===== src/rtl/fetch_unit.sv =====
`default_nettype none
// ============================================================================
// Module   : fetch_unit
// Brief    : Instruction-fetch stage. Owns PCF and the IF/ID register, issues
//            one instruction-memory request at a time over a valid/ready
//            channel, buffers a response that lands during a decode stall,
//            drops responses made stale by a redirect, and loads bubbles into
//            IF/ID when memory is slow.
// Revision : 1.0 - initial release
// ============================================================================
module fetch_unit #(
  parameter int              XLEN      = 32,
  parameter logic [XLEN-1:0] RESET_PC  = '0,
  parameter logic [31:0]     NOP_INSTR = 32'h0000_0013
) (
  input  logic            clk,
  input  logic            rst,
  input  logic            stallF,
  input  logic            stallD,
  input  logic            flushD,
  input  logic            PCSrcE,
  input  logic [XLEN-1:0] PCTargetE,
  output logic            imem_req_valid,
  output logic [XLEN-1:0] imem_req_addr,
  input  logic            imem_req_ready,
  input  logic            imem_rsp_valid,
  input  logic [31:0]     imem_rsp_data,
  output logic [31:0]     InstrD,
  output logic [XLEN-1:0] PCD,
  output logic [XLEN-1:0] PCPlus4D,
  output logic            ValidD,
  output logic            bubbleD
);

  localparam logic [XLEN-1:0] c_pc_step = XLEN'(4);

  // REQ: may issue a request; WAIT: one request outstanding;
  // FULL: response captured in r_buf_q while decode is stalled.
  typedef enum logic [1:0] {
    S_REQ  = 2'd0,
    S_WAIT = 2'd1,
    S_FULL = 2'd2
  } state_t;

  state_t          r_state;
  logic [XLEN-1:0] r_pcf;
  logic [XLEN-1:0] r_pc_q;
  logic [31:0]     r_buf_q;
  logic            r_discard_q;

  logic [31:0]     r_instr_d;
  logic [XLEN-1:0] r_pc_d;
  logic [XLEN-1:0] r_pc_plus4_d;
  logic            r_valid_d;
  logic            r_bubble_d;

  logic            w_req_valid;
  logic            w_hs;
  logic            w_deliver_ok;
  logic            w_rsp_good;
  logic            w_deliver;
  logic [31:0]     w_deliver_instr;

  // A redirect or a stalled PC suppresses issue; rst gates the request so a
  // reset cycle never starts a transaction.
  assign w_req_valid     = (r_state == S_REQ) & ~stallF & ~PCSrcE & ~rst;
  assign w_hs            = w_req_valid & imem_req_ready;
  assign w_deliver_ok    = ~stallD & ~flushD & ~PCSrcE;
  assign w_rsp_good      = (r_state == S_WAIT) & imem_rsp_valid & ~r_discard_q;
  assign w_deliver       = (w_rsp_good | (r_state == S_FULL)) & w_deliver_ok;
  assign w_deliver_instr = (r_state == S_FULL) ? r_buf_q : imem_rsp_data;

  assign imem_req_valid  = w_req_valid;
  assign imem_req_addr   = r_pcf;

  // Fetch control: PC update, request tracking, stale-response and buffer handling.
  always_ff @(posedge clk) begin
    if (rst) begin
      r_state     <= S_REQ;
      r_pcf       <= RESET_PC;
      r_pc_q      <= '0;
      r_buf_q     <= NOP_INSTR;
      r_discard_q <= 1'b0;
    end else begin
      if (PCSrcE) begin
        r_pcf <= PCTargetE;
      end else if (w_hs) begin
        r_pcf <= r_pcf + c_pc_step;
      end

      case (r_state)
        S_REQ: begin
          if (w_hs) begin
            r_pc_q      <= r_pcf;
            r_discard_q <= 1'b0;
            r_state     <= S_WAIT;
          end
        end
        S_WAIT: begin
          if (imem_rsp_valid) begin
            // Every response ends the transaction; only a live one that
            // meets a decode stall (and no redirect) is kept.
            r_discard_q <= 1'b0;
            if (!r_discard_q && !w_deliver_ok && stallD && !PCSrcE) begin
              r_buf_q <= imem_rsp_data;
              r_state <= S_FULL;
            end else begin
              r_state <= S_REQ;
            end
          end else if (PCSrcE) begin
            // Response still in flight belongs to the old path.
            r_discard_q <= 1'b1;
          end
        end
        S_FULL: begin
          if (!stallD || PCSrcE) begin
            r_state <= S_REQ;
          end
        end
        default: r_state <= S_REQ;
      endcase
    end
  end

  // IF/ID register: flush beats stall; no delivery means a starvation bubble.
  always_ff @(posedge clk) begin
    if (rst) begin
      r_instr_d    <= NOP_INSTR;
      r_pc_d       <= '0;
      r_pc_plus4_d <= c_pc_step;
      r_valid_d    <= 1'b0;
      r_bubble_d   <= 1'b0;
    end else if (flushD) begin
      r_instr_d    <= NOP_INSTR;
      r_valid_d    <= 1'b0;
      r_bubble_d   <= 1'b0;
    end else if (stallD) begin
      r_instr_d    <= r_instr_d;
    end else if (w_deliver) begin
      r_instr_d    <= w_deliver_instr;
      r_pc_d       <= r_pc_q;
      r_pc_plus4_d <= r_pc_q + c_pc_step;
      r_valid_d    <= 1'b1;
      r_bubble_d   <= 1'b0;
    end else begin
      r_instr_d    <= NOP_INSTR;
      r_valid_d    <= 1'b0;
      r_bubble_d   <= 1'b1;
    end
  end

  assign InstrD   = r_instr_d;
  assign PCD      = r_pc_d;
  assign PCPlus4D = r_pc_plus4_d;
  assign ValidD   = r_valid_d;
  assign bubbleD  = r_bubble_d;

endmodule
`default_nettype wire


===== config.mk =====
export PLATFORM = sky130hd
export DESIGN_NAME = fetch_unit
export DESIGN_NICKNAME = d
export VERILOG_FILES = /design/src/rtl/fetch_unit.sv
export SDC_FILE = /design/constraint.sdc
export NUM_CORES = 1
export LEC_CHECK = 0
export BUFFER_PORTS_ARGS = -buffer_cell sky130_fd_sc_hd__buf_2
export CAP_MARGIN = 30
export CORE_MARGIN = 3
export CORE_UTILIZATION = 49
export CTS_CLUSTER_SIZE = 16
export DETAILED_ROUTE_END_ITERATION = 6
export PLACE_DENSITY = 0.87
export REMOVE_ABC_BUFFERS = 1
export SETUP_SLACK_MARGIN = 0.5
export SKIP_CTS_REPAIR_TIMING = 1
export SYNTH_ARGS = -nofsm -noshare
export SYNTH_HDL_FRONTEND = slang
export SYNTH_SLANG_ARGS = --single-unit

===== constraint.sdc =====
create_clock -name clk -period 1.99 [get_ports clk]
set_clock_uncertainty 0.15 [all_clocks]
set_input_delay 0.199 -clock clk [delete_from_list [all_inputs] [get_ports clk]]
set_output_delay 0.199 -clock clk [all_outputs]
set_load 0.005 [all_outputs]

Word level (Yosys, flattened, before mapping)
Cells that the tools add are included.
{ "totals": {"register_bits": 197, "elab_cells": 66} }
{ "op_classes": {"addsub": 2, "eq_ne": 6, "n_mux": 15, "n_bitwise": 16, "n_reduce_logical": 17} }
{ "op_table": {"columns": ["cell", "count"], "rows": [
  ["2-to-1 mux 32 bit", 4],
  ["adder 32 x 3 -> 32 bit (second input constant)", 2],
  ["AND reduction 3 bit", 4],
  ["bitwise AND 1 bit", 9],
  ["2-to-1 mux 2 bit", 4],
  ["inverter 1 bit", 6],
  ["one-hot mux 2 bit (3 select lines)", 1],
  ["2-to-1 mux 1 bit", 5],
  ["logical NOT 1 bit", 4],
  ["!= test 2 bit (second input constant)", 2],
  ["nonzero test 2 bit", 2],
  ["logical AND 1 bit", 3],
  ["!= test 3 bit (second input constant)", 1],
  ["equality test 2 x 1 -> 1 bit (second input constant)", 1],
  ["equality test 2 bit (second input constant)", 1],
  ["logical NOT 2 bit", 1],
  ["!= test 2 x 1 -> 1 bit (second input constant)", 1],
  ["one-hot mux 1 bit (2 select lines)", 1],
  ["AND reduction 2 bit", 1],
  ["OR reduction 2 bit", 1],
  ["logical OR 1 bit", 1],
  ["OR 1 bit", 1]
]} }

Depth between registers and ports, before layout
Gate-level depths: netlist of run 1.
{ "logic_depth": {"word_depth": 10, "ltp_mapped": 8} }

Worst setup path before layout of run 1
OpenSTA, ideal clock, no wires.
{ "synth_timing": {"path_kind": "register to register", "start": "register r_pcf[12] (netlist: imem_req_addr[12])", "end": "register r_pcf[28] (netlist: imem_req_addr[28])", "setup_ns": 0.091, "arrival_time_ns": 2.000, "t_required_ns": 1.749, "slack_ns": -0.251, "stages_incl_launch_ff": 7, "path_buffers": 2, "cell_sequence": "dfxtp_1 -> buf_2 -> nand4_4 -> or4_1 -> buf_2 -> or4_1 -> a311oi_1"} }
{ "synth_between": {"elab_chain_cells": 3} }
{ "synth_lines": {"columns": ["item", "line", "source"], "rows": [
  ["start: declaration", "46", "logic [XLEN-1:0] r_pcf;"],
  ["start signal: assignment", "86", "r_pcf <= PCTargetE;"],
  ["start signal: assignment", "88", "r_pcf <= r_pcf + c_pc_step;"],
  ["adder 32 x 3 -> 32 bit", "88", null],
  ["2-to-1 mux 32 bit", "87", "end else if (w_hs) begin"],
  ["2-to-1 mux 32 bit", "85", "if (PCSrcE) begin"]
]} }
Every way passes these cells. The select of a mux whose other input is x is not followed.
A chain may end at the register's enable or synchronous reset.

Final worst setup path of run 1
{ "layout_timing": {"start": "register r_state[1]", "end": "register r_pcf[28] (netlist: imem_req_addr[28])"} }
{ "layout_between": {"elab_chain_cells": 6} }
{ "layout_lines": {"columns": ["item", "line", "source"], "rows": [
  ["start: declaration", "45", "state_t r_state;"],
  ["start signal: assignment", "79", "r_state <= S_REQ;"],
  ["start signal: assignment", "96", "r_state <= S_WAIT;"],
  ["start signal: assignment", "106", "r_state <= S_FULL;"],
  ["logical NOT 2 bit", "66", "assign w_req_valid = (r_state == S_REQ) & ~stallF & ~PCSrcE & ~rst;"],
  ["bitwise AND 1 bit (3 in a row)", "66", null],
  ["bitwise AND 1 bit", "67", "assign w_hs = w_req_valid & imem_req_ready;"],
  ["nonzero test 2 bit (no source line)", null, null]
]} }
Every way passes these cells.

==> impl_metrics.json, run 1 <==
{
  "switchingPower_mw": 2.19,
  "cp_slowest_cell": "or4_1",
  "synth_top_cell_area_share_pct": 45.4,
  "core_area_um2": 16900,
  "root_buffer": "clkbuf_16",
  "layout_min_cycle_time_ns": 2.11,
  "hold_path.class": "input port to register",
  "power_mw": 8.33,
  "internal-power_mw": 6.14,
  "place_area_um2": 10500,
  "max_freq_mhz": 474,
  "crit_fanout": 6,
  "worstPathArrival_ns": 2.32,
  "worst_path_largest_cell_delay_ns": 0.45,
  "synth_area_um2": 8600,
  "yosys.area.top_type": "dfxtp_1",
  "drv_slew": 0,
  "worst_setup_path_end_kind": "register",
  "netlist_instances": 1057,
  "seqCellArea_um2": 3940,
  "ys_seq_elements": 195,
  "cts.sinks": 195,
  "crit_family": "simple AND/OR/NAND/NOR gates",
  "nets": 1496,
  "dp_hpwl_um": 19800,
  "postRouteAntennaNets": 0,
  "gp_congestion": 0.917,
  "start_kind": "register",
  "path_cells": "nor4b_4 > buf_4 > nand4_1 > buf_6 > or4_1 > a311oi_1",
  "routed_wl_um": 40200,
  "final_cells": 1654,
  "drc": 0,
  "finalSetupViolations": 20,
  "drtPass1Iterations": 7,
  "post-place-ws_ns": -0.196,
  "worst_hold_slack_ns": 0.000928,
  "layout_setup_ws_ns": -0.119,
  "synth_common_cells": "238 x nand2_1, 195 x dfxtp_1, 101 x a21oi_1",
  "violations": "setup timing",
  "ys_warn_count": 0,
  "portBuffers": 202,
  "path_buf_inv": 2,
  "dieWidth_um": 138,
  "yosys_most_used_dff": "dfxtp_1",
  "rows": 47,
  "insertedDiodeCount": 0,
  "setup_tns_ns": -0.527,
  "power.share.switching_pct": 26.3,
  "drive_gt1_share_pct": 47.9,
  "clock_latency_ns": 0.46,
  "first_iter_violations": 1345,
  "dp.cells": 1507,
  "cp_data_required_time_ns": 2.20,
  "grt_overflow": 0,
  "cts_tree": "yes",
  "cellPowerDensity_nw_per_um2": 597,
  "async_flop_share_pct": 0,
  "leakage_nw": 5.93,
  "clock_power_share_pct": 41.2,
  "n_fill_cell": 856,
  "rsz0062_at_grt": "true",
  "yosysUniqueCellTypes": 61,
  "path_clk_slew_ns": 0.07,
  "routedWlPerCell_um": 24.3,
  "worst_slew_pin_slew_ns": 0.701,
  "first_global_vias": 8659,
  "antenna_found_initial": 0,
  "multi_input_area_um2": 5630,
  "dieArea_um2": 19200,
  "dieHeight_um": 138,
  "postLayoutCoreUtil_pct": 82.7,
  "synth_edf_count": 0,
  "combPwrFrac_pct": 10.7,
  "initial_core_util_pct": 51.0,
  "grt.total_usage_pct": 27.8,
  "cts_buffers": 17,
  "drv_cap": 0,
  "vias_per_cell": 6.56,
  "ys_seq_area_share_pct": 45.4,
  "syn_avg_cell_area_um2": 8.14,
  "finalHoldViolCount": 0,
  "grt_max_degree": 47,
  "outcome": "finished, violations left",
  "slew_headroom_pct": 53.2,
  "yosysMostFrequentCell": "nand2_1",
  "crit_type": "register to register",
  "peakVddDrop_mv": 0.723,
  "power_frac_seq_pct": 48.1,
  "io_pins": 203,
  "cts_max_level": 4,
  "synth.area.top_cells": "dfxtp_1 45%, nand2_1 10%, a21oi_1 5.9%",
  "grt_pass1_wl_um": 44100,
  "area.growth.synth_to_final_pct": 62.2,
  "clk_path_buf_depth": 2,
  "fin_crit_sh_pct": 106,
  "vias": 10900,
  "fin_area_um2": 14000
}
[registers in the layout, indices dropped and copies added, names as in the netlist]
name           count
imem_req_addr     32
PCPlus4D          30
r_state            2
PCD               32
bubbleD            1
r_buf_q           32
InstrD            32
r_pc_q            32
ValidD             1
r_discard_q        1
[worst paths after layout]
kind            startpoint           endpoint  slack, ns  cells past startpoint
max             r_state[1]  imem_req_addr[28]      -0.12                      6
min          PCTargetE[30]  imem_req_addr[30]     0.0009                      4
max reg2reg     r_state[1]  imem_req_addr[28]      -0.12                      6
min reg2reg        PCD[23]            PCD[23]       0.31                      2
[cells by family (layout without fill, tap and decap cells)]
group                    Yosys count  count (layout)  share of synthesized area (%)
buffers and inverters            102             479                           4.65
multiplexers                      34              34                           4.42
AO/OA/AOI/OAI                    258             258                           19.1
flip-flops                       195             195                           45.4
adder cells (fa/ha/maj)            2               2                          0.291
XOR/XNOR                          17              17                           1.73
AND/OR/NAND/NOR                  449             449                           24.4
[cell type report]
| cell class | count | share of cell area (%) |
|---|---|---|
| Tap cell | 220 | 1.97 |
| Clock buffer | 20 | 3.27 |
| Sequential cell | 195 | 28.2 |
| Timing Repair Buffer | 432 | 25.0 |
| Clock inverter | 11 | 0.744 |
| Multi-Input combinational cell | 760 | 40.3 |
| Inverter | 16 | 0.430 |
[power by group through the flow]
stage / Sequential [mW] / Combinational (mW) / Clock, mW
after floorplan: 4.12 / 0.182 / 0
after global placement: 4.08 / 0.591 / 0
after detailed placement: 4.09 / 0.599 / 0
after CTS: 4.00 / 0.605 / 3.36
after global routing: 4.01 / 0.923 / 3.56
final: 4.01 / 0.895 / 3.43
[worst min-delay path, delay by kind of cell]
kind            cells  cell delay [ns]
buf+inv             1             0.07
simple gates        1             0.12
compound gates      2             0.18
[placed cells by master, fill, tap and decap left out, types with 21 or more instances in the layout]
cell type      count
a21oi_1           46
nand3_1           27
dfxtp_1          178
clkbuf_16         32
buf_2            203
a22oi_2           29
nand2_4           54
nand2_1          179
a21oi_2           55
nor2_1            51
nand4_1           21
dlygate4sd3_1     64
buf_4            105
buf_6             21
[routing by layer]
layer	routed length [µm]	up-vias	GRT usage, %
met2	19600	912	46.2
met1	13300	5107	35.1
met4	2960	0	9.57
met3	4250	317	7.39
met5	0	-	0
li1	-	4520	-
(Power assumes the default switching activity.)
==> inputs of run 2 (changes only) <==
--- a/config.mk
+++ b/config.mk
@@ -5,13 +5,14 @@
 export SDC_FILE = /design/constraint.sdc
 export NUM_CORES = 1
 export LEC_CHECK = 0
+export ABC_AREA = 1
 export BUFFER_PORTS_ARGS = -buffer_cell sky130_fd_sc_hd__buf_2
 export CAP_MARGIN = 30
 export CORE_MARGIN = 3
 export CORE_UTILIZATION = 49
 export CTS_CLUSTER_SIZE = 16
 export DETAILED_ROUTE_END_ITERATION = 6
-export PLACE_DENSITY = 0.87
+export PLACE_DENSITY = 0.86
 export REMOVE_ABC_BUFFERS = 1
 export SETUP_SLACK_MARGIN = 0.5
 export SKIP_CTS_REPAIR_TIMING = 1
==> impl_metrics.json, run 2 <==
{
  "outcome": "finished, violations left",
  "violations": "hold timing",
  "synth_area_um2": 8980,
  "fin_crit_sh_pct": 89.5,
  "yosysUniqueCellTypes": 32,
  "postRouteAntennaNets": 0,
  "final_common_cell": "nand2_1",
  "hold_path.class": "input port to register",
  "synth-compound-area-share_pct": 14.5,
  "cts_tree": "yes",
  "synth_edf_count": 0,
  "dieHeight_um": 141,
  "power.share.switching_pct": 24.0,
  "slew_headroom_pct": 73.1,
  "leakage_nw": 5.28,
  "muxShareOfSynthArea_pct": 0,
  "yosys_most_used_dff": "dfxtp_1",
  "synth.area.top_cells": "dfxtp_1 43%, nand2_1 17%, nor2_1 9.4%",
  "grt.total_usage_pct": 25.3,
  "postLayoutCoreUtil_pct": 69.1,
  "portBuffers": 202,
  "first_iter_violations": 789,
  "ys_seq_area_share_pct": 43.5,
  "vias": 10000,
  "insertedDiodeCount": 0,
  "vias_per_cell": 5.41,
  "drc": 0,
  "crit_type": "register to register",
  "netlist_instances": 1352,
  "switchingPower_mw": 1.98,
  "dieArea_um2": 20000,
  "start_kind": "register",
  "rsz0062_at_grt": "true",
  "nets": 1686,
  "cts_buffers": 17,
  "worst_path_largest_cell_delay_ns": 0.38,
  "finalHoldViolCount": 4,
  "cts_max_level": 4,
  "drtPass1Iterations": 7,
  "drive_gt1_share_pct": 24.4,
  "cellPowerDensity_nw_per_um2": 679,
  "cp_slowest_cell": "dfxtp_4",
  "dp_hpwl_um": 18500,
  "rows": 48,
  "final_cell_mix": "388 x nand2_1, 202 x buf_2, 192 x nor2_1",
  "crit_fanout": 13,
  "combPwrFrac_pct": 8.3,
  "routedWlPerCell_um": 16.5,
  "clock_latency_ns": 0.43,
  "synth_top_family_by_area": "simple AND/OR/NAND/NOR gates",
  "root_buffer": "clkbuf_16",
  "grt_pass1_wl_um": 41600,
  "core_area_um2": 17600,
  "synth_common_cells": "397 x nand2_1, 226 x nor2_1, 195 x dfxtp_1",
  "finalSetupViolations": 0,
  "area.growth.synth_to_final_pct": 35.4,
  "worstPathArrival_ns": 1.94,
  "routed_wl_um": 30500,
  "dieWidth_um": 141,
  "antenna_found_initial": 0,
  "max_freq_mhz": 561,
  "async_flop_share_pct": 0,
  "worst_hold_slack_ns": -0.0263,
  "multi_input_area_um2": 4660,
  "worst_slew_pin_slew_ns": 0.403,
  "grt_max_degree": 103,
  "drv_cap": 0,
  "synth-adder-area-share_pct": 0.279,
  "synth_xor_xnor_area_share_pct": 2.15,
  "power_mw": 8.26,
  "path_cells": "nor2_4 > nand4_1 > buf_6 > buf_12 > clkinvlp_4 > clkbuf_16 > a21oi_1 > nor2_1",
  "clk_path_buf_depth": 2,
  "ys_warn_count": 0,
  "yosys.area_share.simple_pct": 31.6,
  "io_pins": 203,
  "ys_seq_elements": 195,
  "grt_overflow": 0,
  "cp_data_required_time_ns": 2.15,
  "gp_congestion": 0.970,
  "peakVddDrop_mv": 0.577,
  "initial_core_util_pct": 51.0,
  "yosys.area.top_type": "dfxtp_1",
  "yosysMostFrequentCell": "nand2_1",
  "power_frac_seq_pct": 49.4,
  "drv_slew": 0,
  "cts.sinks": 195,
  "setup_tns_ns": 0,
  "syn_avg_cell_area_um2": 6.64,
  "path_clk_slew_ns": 0.07,
  "n_fill_cell": 1355,
  "layout_min_cycle_time_ns": 1.78,
  "seqCellArea_um2": 3960,
  "first_global_vias": 8422,
  "clock_power_share_pct": 42.4,
  "internal-power_mw": 6.27,
  "worst_setup_path_end_kind": "register",
  "synth_top_cell_area_share_pct": 43.5
}
run 2: cell count changes after synthesis, sizes merged, moves of 13 or more:
cell / delta
or3: -18
o311ai: -13
buf: +19
nand3: +32
nand4: -17
nor2: +168
clkbuf: -37
a22oi: -28
inv: +87
o21ai: +83
a31oi: -14
nand2: +161
mux2: -32
or4: -13
run 2: logic make-up after synthesis:
| logic type | Yosys count |
|---|---|
| buf+inv | 173 |
| xor+xnor | 22 |
| flops | 195 |
| simple gates | 714 |
| compound gates | 246 |
| fa+ha+maj | 2 |
run 2: cell type report:
class,count,area share (%)
clock buffers,21,3.95
repair buffers,309,18.5
inverters,105,3.37
well taps,225,2.31
multi-input cells,984,38.3
clock inverters,11,1.02
flip-flops and latches,195,32.6
run 2: path summary, 6_finish.rpt:
check,cells after the start,from,endpoint,slack (ns)
max,8,r_state[1],imem_req_addr[12],0.21
min,5,PCTargetE[25],imem_req_addr[25],-0.03
max reg2reg,8,r_state[1],imem_req_addr[12],0.21
min reg2reg,1,PCPlus4D[2],PCPlus4D[2],0.30
run 2: worst max-delay path: cells and delay by family (launching register included):
kind	cells	cell delay [ns]
AO/OA/AOI/OAI	1	0.21
buffers and inverters	4	0.68
flip-flops	1	0.38
AND/OR/NAND/NOR	3	0.24
run 2: power by group through the flow:
stage | clock, mW | combinational [mW] | sequential [mW]
2_1_floorplan | 0 | 0.258 | 4.13
3_3_place_gp | 0 | 0.534 | 4.15
3_5_place_dp | 0 | 0.543 | 4.15
4_1_cts | 3.54 | 0.549 | 4.06
5_1_grt | 3.70 | 0.748 | 4.08
6_report | 3.50 | 0.683 | 4.08
run 2: per-stage QoR:
step	setup WS [ns]	area [µm²]	hold slack (ns)	std cells
5_1_grt	0.150	12200	0.00334	1850
3_5_place_dp	0.199	10300	0.271	1747
3_3_place_gp	0.251	10300	0.265	1747
6_report	0.209	12200	-0.0263	1850
4_1_cts	0.163	10900	-0.179	1779
2_1_floorplan	-1.79	8660	0.118	1284
run 2: layer usage:
layer | global-route usage, % | up-vias | wire [µm]
met5 | 0 | - | 0
met4 | 9.75 | 0 | 1170
met3 | 5.02 | 93 | 2970
met2 | 40.4 | 572 | 14400
met1 | 34.0 | 4515 | 12000
li1 | - | 4828 | -
